**src/rtl/mem_port_arbiter_pkg.sv**
```systemverilog
// Shared types and default sizing for the IF/MEM unified-memory port arbiter.
package mem_port_arbiter_pkg;

    localparam int N            = 32;
    localparam int MAX_DM_BURST = 4;
    localparam int MEM_TIMEOUT  = 64;

    typedef enum logic [1:0] {
        ARB_IDLE,
        ARB_IF,
        ARB_DM,
        ARB_RESP
    } arb_state_t;

    typedef enum logic {
        OWN_IF,
        OWN_DM
    } arb_owner_t;

endpackage

```
**src/rtl/mem_port_arbiter.sv**
```systemverilog
// Serialises instruction-fetch and data accesses onto one single-ported memory,
// with data priority, a fetch anti-starvation burst limit and an ack watchdog.
module mem_port_arbiter #(
    parameter int N            = mem_port_arbiter_pkg::N,
    parameter int MAX_DM_BURST = mem_port_arbiter_pkg::MAX_DM_BURST,
    parameter int MEM_TIMEOUT  = mem_port_arbiter_pkg::MEM_TIMEOUT
) (
    input  logic         clk,
    input  logic         rst,
    input  logic         if_req,
    input  logic [N-1:0] if_addr,
    input  logic         flush,
    output logic [N-1:0] if_rdata,
    output logic         if_done,
    output logic         if_stall,
    input  logic         dm_req,
    input  logic         dm_we,
    input  logic [N-1:0] dm_addr,
    input  logic [N-1:0] dm_wdata,
    output logic [N-1:0] dm_rdata,
    output logic         dm_done,
    output logic         dm_stall,
    output logic         err,
    output logic         mem_req,
    output logic         mem_we,
    output logic [N-1:0] mem_addr,
    output logic [N-1:0] mem_wdata,
    input  logic [N-1:0] mem_rdata,
    input  logic         mem_ack
);
    import mem_port_arbiter_pkg::*;

    localparam int BW = $clog2(MAX_DM_BURST + 1);
    localparam int WW = $clog2(MEM_TIMEOUT);
    localparam logic [BW-1:0] BURST_MAX  = BW'(MAX_DM_BURST);
    localparam logic [WW-1:0] WD_LAST    = WW'(MEM_TIMEOUT - 1);
    localparam logic [N-1:0]  ALIGN_MASK = ~N'(3);

    arb_state_t    state_q, state_d;
    arb_owner_t    owner_q, owner_d;
    logic [N-1:0]  addr_q, addr_d;
    logic          we_q, we_d;
    logic [N-1:0]  wdata_q, wdata_d;
    logic [BW-1:0] burst_q, burst_d;
    logic [WW-1:0] wd_q, wd_d;
    logic          discard_q, discard_d;
    logic          err_q, err_d;
    logic [N-1:0]  if_rdata_q, if_rdata_d;
    logic [N-1:0]  dm_rdata_q, dm_rdata_d;
    logic          if_done_q, if_done_d;
    logic          dm_done_q, dm_done_d;

    logic dm_grant;
    logic if_grant;

    // Data wins unless it has already taken MAX_DM_BURST grants past a waiting fetch.
    assign dm_grant = (state_q == ARB_IDLE) && dm_req && ((burst_q < BURST_MAX) || !if_req);
    assign if_grant = (state_q == ARB_IDLE) && !dm_grant && if_req && !flush;

    always_comb begin
        state_d    = state_q;
        owner_d    = owner_q;
        addr_d     = addr_q;
        we_d       = we_q;
        wdata_d    = wdata_q;
        burst_d    = burst_q;
        wd_d       = wd_q;
        discard_d  = discard_q;
        err_d      = err_q;
        if_rdata_d = if_rdata_q;
        dm_rdata_d = dm_rdata_q;
        if_done_d  = 1'b0;
        dm_done_d  = 1'b0;

        unique case (state_q)
            ARB_IDLE: begin
                if (dm_grant) begin
                    state_d = ARB_DM;
                    owner_d = OWN_DM;
                    addr_d  = dm_addr;
                    we_d    = dm_we;
                    wdata_d = dm_wdata;
                end else if (if_grant) begin
                    state_d = ARB_IF;
                    owner_d = OWN_IF;
                    addr_d  = if_addr;
                    we_d    = 1'b0;
                    wdata_d = '0;
                end
            end
            ARB_IF, ARB_DM: begin
                wd_d = wd_q + WW'(1);
                if (owner_q == OWN_IF && flush) begin
                    discard_d = 1'b1;
                end
                // An ack in the last watchdog cycle still counts as a normal completion.
                if (mem_ack || wd_q == WD_LAST) begin
                    state_d = ARB_RESP;
                    wd_d    = '0;
                    err_d   = !mem_ack;
                    if (owner_q == OWN_IF) begin
                        if_rdata_d = mem_ack ? mem_rdata : '0;
                        if_done_d  = !discard_d;
                    end else begin
                        if (!mem_ack || !we_q) begin
                            dm_rdata_d = mem_ack ? mem_rdata : '0;
                        end
                        dm_done_d = 1'b1;
                    end
                end
            end
            ARB_RESP: begin
                state_d   = ARB_IDLE;
                discard_d = 1'b0;
                err_d     = 1'b0;
            end
            default: state_d = ARB_IDLE;
        endcase

        if (!if_req || if_grant) begin
            burst_d = '0;
        end else if (dm_grant && burst_q != BURST_MAX) begin
            burst_d = burst_q + BW'(1);
        end
    end

    always_ff @(posedge clk or posedge rst) begin
        if (rst) begin
            state_q    <= ARB_IDLE;
            owner_q    <= OWN_IF;
            addr_q     <= '0;
            we_q       <= 1'b0;
            wdata_q    <= '0;
            burst_q    <= '0;
            wd_q       <= '0;
            discard_q  <= 1'b0;
            err_q      <= 1'b0;
            if_rdata_q <= '0;
            dm_rdata_q <= '0;
            if_done_q  <= 1'b0;
            dm_done_q  <= 1'b0;
        end else begin
            state_q    <= state_d;
            owner_q    <= owner_d;
            addr_q     <= addr_d;
            we_q       <= we_d;
            wdata_q    <= wdata_d;
            burst_q    <= burst_d;
            wd_q       <= wd_d;
            discard_q  <= discard_d;
            err_q      <= err_d;
            if_rdata_q <= if_rdata_d;
            dm_rdata_q <= dm_rdata_d;
            if_done_q  <= if_done_d;
            dm_done_q  <= dm_done_d;
        end
    end

    assign mem_req   = (state_q == ARB_IF) || (state_q == ARB_DM);
    assign mem_we    = mem_req & we_q;
    assign mem_addr  = mem_req ? (addr_q & ALIGN_MASK) : '0;
    assign mem_wdata = mem_req ? wdata_q : '0;

    // A flush landing in the response cycle still cancels the fetch completion.
    assign if_done  = if_done_q & ~flush;
    assign dm_done  = dm_done_q;
    assign err      = err_q;
    assign if_rdata = if_rdata_q;
    assign dm_rdata = dm_rdata_q;
    assign if_stall = if_req & ~if_done;
    assign dm_stall = dm_req & ~dm_done;

endmodule

```
**config.mk**
```make
export PLATFORM = sky130hd
export DESIGN_NAME = mem_port_arbiter
export DESIGN_NICKNAME = d
export VERILOG_FILES = /design/src/rtl/mem_port_arbiter_pkg.sv /design/src/rtl/mem_port_arbiter.sv
export SDC_FILE = /design/constraint.sdc
export NUM_CORES = 1
export LEC_CHECK = 0
export ABC_CLOCK_PERIOD_IN_PS = 4910
export CAP_MARGIN = 10
export CORE_UTILIZATION = 30
export CTS_CLUSTER_SIZE = 30
export DETAILED_ROUTE_END_ITERATION = 10
export SETUP_SLACK_MARGIN = 0.4
export SKIP_LAST_GASP = 1
export SYNTH_ARGS = -nofsm -noshare
export SYNTH_HDL_FRONTEND = slang
export SYNTH_SLANG_ARGS = --single-unit
export TNS_END_PERCENT = 10
```
**constraint.sdc**
```tcl
create_clock -name clk -period 4.91 [get_ports clk]
set_input_delay 0.7365 -clock clk [delete_from_list [all_inputs] [get_ports clk]]
set_output_delay 0.7365 -clock clk [all_outputs]
set_load 0.005 [all_outputs]
```
---- Word level (Yosys, flattened, before mapping) ----
Cells that the tools add are included.
word-level totals
  flip-flop bits (word level) ............. 145
operators by class
  add/sub/neg operators ................... 2
  magnitude comparators ................... 1
  equality and inequality tests ........... 7
  muxes and demuxes ....................... 28
  bitwise gates (word level) .............. 8
  reductions and logical operators ........ 28
operators with widths
  kind                                                  number
  2-to-1 mux 32 bit                                     7
  2-to-1 mux 1 bit                                      12
  logical AND 1 bit                                     7
  adder 6 x 1 -> 6 bit (second input constant)          1
  equality test 6 bit (second input constant)           1
  zero test 1 bit                                       6
  2-to-1 mux 2 bit                                      3
  2-to-1 mux 3 bit                                      2
  2-to-1 mux 6 bit                                      1
  != test 3 bit (second input constant)                 2
  case mux 2 bit (3 select lines)                       1
  AND reduction 2 bit                                   3
  nonzero test 2 bit                                    3
  logical OR 1 bit                                      5
  bitwise AND 1 bit                                     4
  equality test 2 bit (second input constant)           2
  inverter 1 bit                                        4
  case mux 1 bit (2 select lines)                       2
  AND reduction 4 bit                                   1
  adder 3 x 1 -> 3 bit (second input constant)          1
  < comparator 3 bit (second input constant)            1
  AND reduction 3 bit                                   1
  equality test 2 x 1 -> 1 bit (second input constant)  1
  zero test 2 bit                                       1
  other kinds (2)                                       2

---- Logic depth before layout (Yosys ltp) ----
Gate-level depths: netlist of run 1.
  word-level depth ........................ 10
  gate-level depth with buffers ........... 8
  depth with buffers taken out ............ 6

---- Worst setup path after synthesis of run 1 ----
OpenSTA, ideal clock, no wires.
  path kind ............................... register -> output
  start ................................... reg state_q[0]
  end ..................................... out mem_addr[2]
  arrival ................................. 1.413 ns
  data required time ...................... 4.174 ns
  path slack .............................. 2.761 ns
  stages on the path, launching flop included .. 7
  cell sequence ........................... dfrtp_1 > inv_1 > ha_1 > buf_2 > buf_2 > clkbuf_1 > and2_1
on the way
  longest elaborated chain between the ends .. 3
ends and longest elaborated chain
  item                                                                 RTL line                 RTL
  from (decl)                                                          mem_port_arbiter.sv:39   arb_state_t state_q, state_d;
  from (signal assigned)                                               mem_port_arbiter.sv:143  state_q <= state_d;
  equality test 2 x 1 -> 1 bit or equality test 2 bit (tied branches)  mem_port_arbiter.sv:159  assign mem_req = (state_q == ARB_IF) || (state_q == ARB_DM);
  logical OR 1 bit *                                                   mem_port_arbiter.sv:159
  net mem_req                                                          mem_port_arbiter.sv:24   output logic mem_req,
  2-to-1 mux 32 bit *                                                  mem_port_arbiter.sv:161  assign mem_addr = mem_req ? (addr_q & ALIGN_MASK) : '0;
  to (decl)                                                            mem_port_arbiter.sv:26   output logic [N-1:0] mem_addr,
The timed path passes the listed nets; every way through them passes the cells marked *.

---- Final worst setup path of run 1 ----
  start ................................... reg state_q[1]
  end ..................................... out mem_wdata[20]
on the way
  longest elaborated chain between the ends .. 3
ends and longest elaborated chain
  item                                                                 RTL line                 RTL
  equality test 2 x 1 -> 1 bit or equality test 2 bit (tied branches)  mem_port_arbiter.sv:159
  logical OR 1 bit *                                                   mem_port_arbiter.sv:159
  2-to-1 mux 32 bit *                                                  mem_port_arbiter.sv:162  assign mem_wdata = mem_req ? wdata_q : '0;
  to (decl)                                                            mem_port_arbiter.sv:27   output logic [N-1:0] mem_wdata,
Every way passes the cells marked *; elsewhere a longest branch is shown, timed or not.

==> results.txt, run 1 <==
----------------------------------------------------
[Min path]
  Kind of path behind the tightest hold check ... reg2reg
  Worst Hold Depth ... 1
  Startpoint of the tightest hold check path ... discard_q
  Hold path endpoint ... if_done_q

[Timing]
  Post-Route Setup TNS ... 0 ps
  RSZ-0062 raised after global routing ... false
  Share of the cycle needed by the critical path after routing ... between 70% and 80%
  Remaining max-slew budget at the tightest pin ... a little under a quarter
  Worst-case hold slack ... 450 ps
  Final setup margin ... ~1300 ps
  Tightest Pin Transition ... about 1200 ps
  Max-slew violation count ... 0
  Total of endpoints with negative setup slack in the final report ... 0
  Clock tree skew after final layout ... approximately 11 ps
  Upper clock frequency limit ... 281 MHz
  Shortest clock period the worst path allows after layout ... between 3000 and 4000 ps
  Final hold violation count ... 0

[Setup path]
  Crit path kind ... reg2out
  CP endpoint kind ... output pin
  CP max stage cell ... ha_2
  Chain of cells forming the critical path ... inv_1 -> ha_2 -> buf_4 -> and2_1 -> clkdlybuf4s50_1
  Largest fanout of any net on the critical path ... 43
  Launching point of the worst reg2reg path ... state_q[1]
  Highest cell delay on the worst timing path ... around 760 ps
  Kind of start point of the critical path ... flip-flop
  Kind of cell with the highest combined delay on the critical path ... buffers and inverters
  Buffers plus inverters on the worst setup path ... 3
  Slack of the worst reg-to-reg path ... between 2000 and 2500 ps
  Data required time at the worst endpoint ... approximately 4200 ps
  Arrival time of data at the critical path endpoint ... about 2800 ps
  Capture point of the worst reg-to-reg path ... if_rdata[18]
  Logic depth of the worst register-to-register path ... 5

[Final layout]
  Layout overhead on the synthesized area ... 57.3%
  Fill cell total of the finished layout ... about 1,800
  Share of final-layout standard cells stronger than drive strength 1 ... under 10%
  Final net count ... roughly 880
  Final Core Density ... 48.3%
  Ant diodes ... 0

[Clock network]
  Cts-stage hold buffer count ... 0
  Setup repair bufs after CTS ... 0
  Later-pin clock latency in the skew report ... 420 ps
  Clk pin slew, worst setup/hold paths ... around 60 ps
  Post-CTS resize count ... 0
  H-tree depth ... 4
  Number of clock buffers inserted by TritonCTS ... 17
  Clock tree from TritonCTS ... built
  Deepest clock path buffer count ... 2
  Clock Root Buffer ... clkbuf_16
  Clock tree sinks ... 143

[Placed design]
  Port Buffer Count ... 263
  Final weighted congestion of routability-driven global placement ... 0.771
  Post-DP HPWL ... between 10,000 and 15,000 um
  Post-Place Worst Slack ... 1800 ps

[Route]
  Wire length after detailed routing ... approximately 18,000 um
  Number of violations reported at the end of detailed-routing iteration 0 ... slightly below 300
  Post-route ant nets ... 0
  Total vias in the final route ... 4,947
  Post-DR wirelength/cell ... 17.3 um
  DRC viols ... 0
  Mean number of vias per cell ... just under 5
  TritonRoute pass-1 iters ... 8

[Yosys]
  Synth cell types ... 39
  Share of the synthesized area in the top cell type ... between 50 and 60%
  Async set-reset flop share out of synthesis ... 100%
  Commonest cells in the netlist ... dfrtp_1, a22o_1, and2_1, inv_1, a222oi_1
  Netlist area before placement ... 6020 um2
  Cells after synthesis ... 492
  Register bit count reported by yosys ... approximately 140
  Leading register cell type out of synthesis ... dfrtp_1
  Largest area contributor in the netlist ... dfrtp_1
  Cell with the most instances after synthesis ... dfrtp_1
  Register area share after synthesis ... 59.5%
  Mean instance size in the synthesized netlist ... 12.2 um2
  Yosys warning total ... 0
  Post-synth EDFFs ... 0
  Dominant cells by area after synthesis ... dfrtp_1, a22o_1, and2_1

[Die]
  Vert. Die Dim ... between 100 and 150 um
  Area of the die ... 20,600 um2
  Number of primary I/O pins ... 270
  Total core area ... ~20,000 um2
  Number of standard-cell rows in the floorplan ... 51
  Initial core utilization ... between 30% and 40%
  Chip Width ... about 140 um

[GRT]
  Number of antenna violations at the first check in global routing ... 0
  Maximum number of pins on one net before global-route repair ... 86
  Remaining Overflow, GRT ... 0
  Number of global-route vias before repair ... between 5,000 and 6,000
  GRT Overall Usage ... ~17%
  First-pass GRT wire length ... 27,300 um

[Job]
  Max_cap viols ... 0

[Power and ir drop]
  Power density over the cells ... approximately 650 nW/um2
  Worst ir drop on vdd ... 0.000275 V
  Final Total Pwr ... approximately 6.1 mW
  Leakage ... 4.26 nW

[Outcome]
  Outcome ... finished clean

----------------------------------------------------
routing by layer:
metal	share of wire (%)	wire length [um]	vias up	track usage (%)
met5	0	0	-	0
met4	1.3	223	0	6.49
met3	9.1	1600	14	6.30
met2	49	8560	218	29.1
met1	41	7200	2432	20.6
li1	-	-	2283	-
sequential cells by signal, indices dropped and copies added, names as in the netlist:
| register | count |
|---|---|
| addr_q | 30 |
| burst_q | 3 |
| discard_q | 1 |
| dm_done | 1 |
| dm_rdata | 32 |
| err | 1 |
| if_done_q | 1 |
| if_rdata | 32 |
| owner_q | 1 |
| state_q | 2 |
| wd_q | 6 |
| wdata_q | 32 |
| we_q | 1 |
where the power goes:
group,switching [mW],internal [mW]
Sequential,0.299,1.70
Combinational,1.10,1.65
Clock,0.513,0.866
layout by cell type, fill, tap and decap left out, types with 4 or more instances in the layout:
cell             count
a21oi_1             10
a222oi_1            30
a22o_1              96
and2_1              63
buf_4                6
bufinv_16            4
clkbuf_16           17
clkdlybuf4s50_1    263
clkinvlp_4           4
dfrtp_1            143
ha_1                 5
inv_1               40
nand2_1             11
nor2_1               6
nor2b_1              5
o21ai_0              5
stage by stage:
stage | cells | instance area (um2)
2_1_floorplan | 493 | 6030
3_3_place_gp | 986 | 8840
3_5_place_dp | 986 | 8840
4_1_cts | 1018 | 9470
5_1_grt | 1018 | 9470
6_report | 1018 | 9470
cells by family (layout without fill, tap and decap cells):
kind of cell | Yosys count | count (layout) | share of synthesized area (%)
other | 1 | 2 | 0.0623
multiplexers | 3 | 3 | 0.520
flip-flops | 143 | 143 | 59.5
adder cells (fa/ha/maj) | 6 | 6 | 1.25
AO/OA/AOI/OAI | 152 | 152 | 21.7
AND/OR/NAND/NOR | 101 | 101 | 10.2
XOR/XNOR | 3 | 3 | 0.437
buffers and inverters | 83 | 343 | 6.42
how the worst max path moves through the flow:
stage / from / to / slack (ps) / cells after the start
floorplan: rst / addr_q[10] / 2380 / 1
global placement: state_q[0] / mem_wdata[1] / 1840 / 5
detailed placement: state_q[1] / mem_wdata[20] / 1800 / 5
CTS: state_q[1] / mem_wdata[20] / 1340 / 5
global route: state_q[1] / mem_wdata[5] / 1180 / 5
finish: state_q[1] / mem_wdata[20] / 1350 / 5
final cells by class:
| type | instances | area, um2 | share of cell area [%] |
|---|---|---|---|
| Sequential cell | 143 | 3580 | 37.8 |
| Timing Repair Buffer | 270 | 2700 | 28.5 |
| Multi-Input combinational cell | 267 | 2070 | 21.9 |
| Clock buffer | 19 | 443 | 4.68 |
| Tap cell | 265 | 332 | 3.50 |
| Clock inverter | 13 | 188 | 1.98 |
| Inverter | 41 | 158 | 1.66 |
Power figures use the tool's default switching activity.
==> inputs of run 2 (changes only) <==
--- a/config.mk
+++ b/config.mk
@@ -5,7 +5,7 @@
 export SDC_FILE = /design/constraint.sdc
 export NUM_CORES = 1
 export LEC_CHECK = 0
-export ABC_CLOCK_PERIOD_IN_PS = 4910
+export ABC_CLOCK_PERIOD_IN_PS = 3500
 export CAP_MARGIN = 10
 export CORE_UTILIZATION = 30
 export CTS_CLUSTER_SIZE = 30
==> constraint.sdc (replaced) <==
create_clock -name clk -period 3.5 [get_ports clk]
set_input_delay 0.525 -clock clk [delete_from_list [all_inputs] [get_ports clk]]
set_output_delay 0.525 -clock clk [all_outputs]
set_load 0.005 [all_outputs]
==> results.txt, run 2 (synthesis gave the netlist of run 1 again) <==
----------------------------------------------------
[Outcome]
  Outcome ... finished clean (unchanged)

[Clock network]
  Post-CTS resize count ... 1 (was 0)
  Clock tree sinks ... 143 (unchanged)
  Deepest clock path buffer count ... 2 (unchanged)
  Clock tree from TritonCTS ... built (unchanged)
  H-tree depth ... 4 (unchanged)
  Cts-stage hold buffer count ... 0 (unchanged)
  Clock Root Buffer ... clkbuf_16 (unchanged)
  Clk pin slew, worst setup/hold paths ... 60 ps (about the same)
  Later-pin clock latency in the skew report ... 420 ps (about the same)
  Number of clock buffers inserted by TritonCTS ... 17 (unchanged)
  Setup repair bufs after CTS ... 0 (unchanged)

[Setup path]
  Buffers plus inverters on the worst setup path ... 3 (unchanged)
  Arrival time of data at the critical path endpoint ... 2360 ps (was 2830 ps)
  CP max stage cell ... ha_4 (was ha_2)
  Kind of start point of the critical path ... flip-flop (unchanged)
  Crit path kind ... reg2out (unchanged)
  Chain of cells forming the critical path ... inv_1 -> ha_4 -> buf_4 -> and2_1 -> clkdlybuf4s50_1 (was inv_1 -> ha_2 -> buf_4 -> and2_1 -> clkdlybuf4s50_1)
  CP endpoint kind ... output pin (unchanged)
  Highest cell delay on the worst timing path ... 570 ps (was 760 ps)
  Largest fanout of any net on the critical path ... 53 (was 43)
  Kind of cell with the highest combined delay on the critical path ... buffers and inverters (unchanged)
  Data required time at the worst endpoint ... 2970 ps (was 4170 ps)

[Final layout]
  Commonest non-fill, non-tap cells in the layout ... clkdlybuf4s50_1, dfrtp_1, a22o_1, and2_1, inv_1 (unchanged)
  Most frequent standard cell in the layout excluding fill and tap cells ... clkdlybuf4s50_1 (unchanged)
  Final net count ... 883 (was 881)
  Share of final-layout standard cells stronger than drive strength 1 ... 7.15% (was 6.77%)
  Layout overhead on the synthesized area ... 58.0% (was 57.3%)
  Fill cell total of the finished layout ... 1,739 (was 1,755)

[Power and ir drop]
  Final Total Pwr ... 8.67 mW (was 6.13 mW)
  Leakage ... 4.28 nW (was 4.26 nW)
  Power density over the cells ... 912 nW/um2 (was 647 nW/um2)
  Worst ir drop on vdd ... 0.000432 V (was 0.000275 V)

[Timing]
  RSZ-0062 raised after global routing ... false (unchanged)
  Post-Route Setup TNS ... 0 ps (unchanged)
  Shortest clock period the worst path allows after layout ... ~2900 ps
  Remaining max-slew budget at the tightest pin ... 37.1% (was 23.1%)
  Tightest Pin Transition ... 940 ps (was 1150 ps)
  Total of endpoints with negative setup slack in the final report ... 0 (unchanged)
  Max-slew violation count ... 0 (unchanged)
  Clock tree skew after final layout ... 12.4 ps (was 10.7 ps)
  Final setup margin ... 617 ps (was 1350 ps)
  Upper clock frequency limit ... 347 MHz
  Worst-case hold slack ... 444 ps (was 450 ps)
  Share of the cycle needed by the critical path after routing ... between 80% and 90%
  Final hold violation count ... 0 (unchanged)

[Job]
  Max_cap viols ... 0 (unchanged)

[Route]
  Post-route ant nets ... 0 (unchanged)
  Post-DR wirelength/cell ... 17.3 um (about the same)
  TritonRoute pass-1 iters ... 5 (was 8)
  Mean number of vias per cell ... 4.89 (was 4.86)
  Wire length after detailed routing ... 17,600 um (about the same)
  Number of violations reported at the end of detailed-routing iteration 0 ... 251 (was 296)
  Total vias in the final route ... 4,991 (was 4,947)
  DRC viols ... 0 (unchanged)

[Die]
  Vert. Die Dim ... 144 um (unchanged)
  Number of standard-cell rows in the floorplan ... 51 (unchanged)
  Total core area ... 19,600 um2 (unchanged)
  Chip Width ... 144 um (unchanged)
  Area of the die ... 20,600 um2 (unchanged)
  Initial core utilization ... 30.7% (unchanged)
  Number of primary I/O pins ... 270 (unchanged)

[Min path]
  Kind of path behind the tightest hold check ... reg2reg (unchanged)

[Placed design]
  Port Buffer Count ... 263 (unchanged)
  Final weighted congestion of routability-driven global placement ... 0.766 (was 0.771)
  Post-DP HPWL ... 11,700 um (was 12,000 um)
  Post-Place Worst Slack ... 699 ps (was 1800 ps)

[GRT]
  Number of global-route vias before repair ... 5,371 (was 5,122)
  Maximum number of pins on one net before global-route repair ... 144 (was 86)
  GRT Overall Usage ... 17.8% (was 17.5%)
  First-pass GRT wire length ... 28,100 um (was 27,300 um)
  Remaining Overflow, GRT ... 0 (unchanged)
  Number of antenna violations at the first check in global routing ... 0 (unchanged)

----------------------------------------------------
==> run 2: cell count changes in the layout (fill, tap and decap cells not counted), sizes merged <==
cell	change
buf	+2
clkinvlp	-2
inv	+2
clkbuf	-1
diode	+1
clkinv	+1
==> run 2: final timing paths <==
check / start / slack, ps / cells past startpoint / endpoint
worst max-delay path: state_q[1] / 620 / 5 / mem_wdata[20]
worst max register to register: state_q[1] / 1210 / 7 / dm_rdata[2]
max in group asynchronous: rst / 2200 / 3 / wdata_q[28]
min in group asynchronous: rst / 640 / 3 / addr_q[8]
worst min register to register: discard_q / 440 / 1 / if_done_q
worst min-delay path: discard_q / 440 / 1 / if_done_q
==> run 2: per-layer routing <==
layer | GRT usage [%] | wire length (um) | vias to the layer above | share of wire [%]
li1 | - | - | 2287 | -
met1 | 20.6 | 7270 | 2481 | 41
met2 | 30.6 | 8670 | 213 | 49
met3 | 6.40 | 1580 | 10 | 8.9
met4 | 5.38 | 125 | 0 | 0.71
met5 | 0 | 0 | - | 0
==> run 2: layout make-up <==
cell class | count | area [um2] | share of cell area, %
Multi-Input combinational cell | 267 | 2080 | 21.9
Timing Repair Buffer | 272 | 2710 | 28.5
Tap cell | 265 | 332 | 3.49
Clock buffer | 18 | 439 | 4.62
Sequential cell | 143 | 3580 | 37.6
Antenna cell | 1 | 2.50 | 0.0263
Clock inverter | 14 | 205 | 2.16
Inverter | 41 | 158 | 1.66
==> run 2: report_power, final <==
group          internal, mW  switching, mW
logic                  2.36           1.55
clock network          1.23          0.736
registers              2.38          0.422
total                  5.97           2.71
==> run 2: metrics by stage <==
step                      area [um2]  util, %  cells
after floorplan                 6030        -    493
after global placement          8850     45.2    988
after detailed placement        8850     45.2    988
after CTS                       9510     48.5   1020
after global routing            9510     48.5   1020
final                           9510     48.5   1021
==> run 2: worst reg2reg max path, stage by stage (launching register included) <==
cell and delay [ps]:
dfrtp_1 380, inv_1 100, ha_4 570, buf_4 310
nand2_1 160, nor3_4 130, buf_4 360, a22o_1 230
==> inputs of run 3 (changes only) <==
--- a/config.mk
+++ b/config.mk
@@ -5,7 +5,7 @@
 export SDC_FILE = /design/constraint.sdc
 export NUM_CORES = 1
 export LEC_CHECK = 0
-export ABC_CLOCK_PERIOD_IN_PS = 3500
+export ABC_CLOCK_PERIOD_IN_PS = 2500
 export CAP_MARGIN = 10
 export CORE_UTILIZATION = 30
 export CTS_CLUSTER_SIZE = 30
==> constraint.sdc (replaced) <==
create_clock -name clk -period 2.5 [get_ports clk]
set_input_delay 0.375 -clock clk [delete_from_list [all_inputs] [get_ports clk]]
set_output_delay 0.375 -clock clk [all_outputs]
set_load 0.005 [all_outputs]
==> results.txt, run 3 (synthesis gave the netlist of run 1 again) <==
----------------------------------------------------
[Timing]
  Tightest Pin Transition ... 537 ps (was 940 ps)
  Clock tree skew after final layout ... 7.92 ps (was 12.4 ps)
  Final hold violation count ... 0 (unchanged)
  Total of endpoints with negative setup slack in the final report ... 0 (unchanged)
  Remaining max-slew budget at the tightest pin ... 63.9% (was 37.1%)
  Share of the cycle needed by the critical path after routing ... about 94%
  RSZ-0062 raised after global routing ... true (was false)
  Post-Route Setup TNS ... 0 ps (unchanged)
  Shortest clock period the worst path allows after layout ... roughly 2400 ps
  Upper clock frequency limit ... 424 MHz
  Max-slew violation count ... 0 (unchanged)

[Die]
  Area of the die ... 20,600 um2 (unchanged)
  Initial core utilization ... 30.7% (unchanged)
  Chip Width ... 144 um (unchanged)
  Number of primary I/O pins ... 270 (unchanged)
  Number of standard-cell rows in the floorplan ... 51 (unchanged)
  Total core area ... 19,600 um2 (unchanged)
  Vert. Die Dim ... 144 um (unchanged)

[Route]
  Mean number of vias per cell ... 4.90 (was 4.89)
  Post-DR wirelength/cell ... 17.7 um (was 17.3 um)
  Number of violations reported at the end of detailed-routing iteration 0 ... 362 (was 251)
  TritonRoute pass-1 iters ... 6 (was 5)
  Total vias in the final route ... 5,064 (was 4,991)
  DRC viols ... 0 (unchanged)
  Post-route ant nets ... 0 (unchanged)
  Wire length after detailed routing ... 18,300 um (was 17,600 um)

[Setup path]
  Largest fanout of any net on the critical path ... 25 (was 53)
  Logic depth of the worst register-to-register path ... 8 (was 7)
  CP endpoint kind ... output pin (unchanged)
  Highest cell delay on the worst timing path ... 520 ps (was 570 ps)
  Chain of cells forming the critical path ... inv_2 -> ha_4 -> buf_12 -> and2_1 -> clkdlybuf4s50_1 (was inv_1 -> ha_4 -> buf_4 -> and2_1 -> clkdlybuf4s50_1)
  Kind of start point of the critical path ... flip-flop (unchanged)
  Crit path kind ... reg2out (unchanged)
  CP max stage cell ... clkdlybuf4s50_1 (was ha_4)
  Data required time at the worst endpoint ... 2120 ps (was 2970 ps)
  Arrival time of data at the critical path endpoint ... 1980 ps (was 2360 ps)

[Clock network]
  Later-pin clock latency in the skew report ... 410 ps (was 420 ps)
  Clock tree sinks ... 143 (unchanged)
  Number of clock buffers inserted by TritonCTS ... 17 (unchanged)
  Deepest clock path buffer count ... 2 (unchanged)
  Cts-stage hold buffer count ... 0 (unchanged)
  H-tree depth ... 4 (unchanged)
  Clock Root Buffer ... clkbuf_16 (unchanged)
  Clock tree from TritonCTS ... built (unchanged)
  Clk pin slew, worst setup/hold paths ... 60 ps (about the same)

[Final layout]
  Share of final-layout standard cells stronger than drive strength 1 ... 8.85% (was 7.15%)
  Layout overhead on the synthesized area ... 61.4% (was 58.0%)
  Final Core Density ... 49.6% (was 48.5%)
  Commonest non-fill, non-tap cells in the layout ... clkdlybuf4s50_1, dfrtp_1, a22o_1, and2_1, inv_1 (unchanged)
  Final net count ... 897 (was 883)
  Final standard cell count with taps included and fillers excluded ... 1,033 (was 1,021)
  Fill cell total of the finished layout ... 1,759 (was 1,739)
  Most frequent standard cell in the layout excluding fill and tap cells ... clkdlybuf4s50_1 (unchanged)
  Ant diodes ... 0 (was 1)

[GRT]
  Remaining Overflow, GRT ... 0 (unchanged)
  Maximum number of pins on one net before global-route repair ... 87 (was 144)
  Number of antenna violations at the first check in global routing ... 0 (unchanged)
  Number of global-route vias before repair ... 5,485 (was 5,371)
  First-pass GRT wire length ... 28,600 um (was 28,100 um)
  GRT Overall Usage ... 18.0% (was 17.8%)

[Power and ir drop]
  Worst ir drop on vdd ... 0.000531 V (was 0.000432 V)
  Leakage ... 4.54 nW (was 4.28 nW)
  Register share of total power ... 31.2% (was 32.3%)
  Sw power ... 3.90 mW (was 2.71 mW)
  Switching share of total power ... 30.9% (was 31.2%)
  Share of power burned in the clock network ... 21.4% (was 22.6%)
  Combinational share of power ... 47.4% (was 45.1%)
  Power density over the cells ... 1300 nW/um2 (was 912 nW/um2)
  Internal Pwr Total ... 8.70 mW (was 5.97 mW)

[Placed design]
  Post-DP HPWL ... 12,400 um (was 11,700 um)
  Port Buffer Count ... 263 (unchanged)
  Final weighted congestion of routability-driven global placement ... 0.757 (was 0.766)
  Number of placed instances with taps included ... 994 (was 988)

[Job]
  Max_cap viols ... 0 (unchanged)

[Min path]
  Kind of path behind the tightest hold check ... in2async (was reg2reg)

[Outcome]
  Outcome ... finished clean (unchanged)

----------------------------------------------------
[run 3: repair_timing]
item | 4_1_cts | 5_1_grt
endpoints found under the setup margin | 129 | 95
pin swaps | 1 | 0
cloned | 2 | 0
buffers inserted | 6 | 0
resized for setup | 40 | 1
[run 3: final timing paths]
path | slack, ps | end | from
setup reg to reg | 410 | dm_rdata[17] | state_q[0]
max in group asynchronous | 1460 | we_q | rst
hold / removal | 280 | addr_q[8] | rst
hold reg to reg | 450 | if_done_q | discard_q
min in group clk | 450 | if_done_q | discard_q
setup / recovery | 140 | mem_addr[13] | state_q[0]
[run 3: stage by stage]
step	cell area, um2	setup slack (ps)	power [mW]	hold slack, ps
floorplan	6030	334	6.44	409
detailed placement	8970	251	9.61	442
global route	9710	51.0	13.4	281
finish	9710	143	12.6	280
global placement	8970	311	9.48	443
CTS	9710	108	12.8	268
[run 3: layout make-up]
type / instances / area (um2) / area share [%]
flip-flops and latches: 143 / 3580 / 36.8
clock buffers: 21 / 470 / 4.84
multi-input cells: 267 / 2080 / 21.4
inverters: 41 / 158 / 1.62
clock inverters: 10 / 160 / 1.65
well taps: 265 / 332 / 3.41
repair buffers: 286 / 2930 / 30.2
[run 3: critical path, delay by kind of cell (launching register included)]
family                   cells  cell delay, ps
buffers and inverters        3             740
adder cells (fa/ha/maj)      1             310
AND/OR/NAND/NOR              1             140
flip-flops                   1             370
[run 3: layer usage]
metal	share of wire, %	global-route usage [%]	wire length, um
met5	0	0	0
met2	50	31.6	9180
met4	0.83	5.04	151
met3	9.3	7.00	1700
met1	40	20.3	7260
[run 3: power groups by stage]
| stage | Combinational [mW] | Sequential, mW | Clock, mW |
|---|---|---|---|
| 2_1_floorplan | 2.61 | 3.84 | 0 |
| 3_3_place_gp | 5.57 | 3.91 | 0 |
| 3_5_place_dp | 5.67 | 3.94 | 0 |
| 4_1_cts | 6.08 | 3.93 | 2.78 |
| 5_1_grt | 6.52 | 4.05 | 2.88 |
| 6_report | 5.97 | 3.93 | 2.70 |
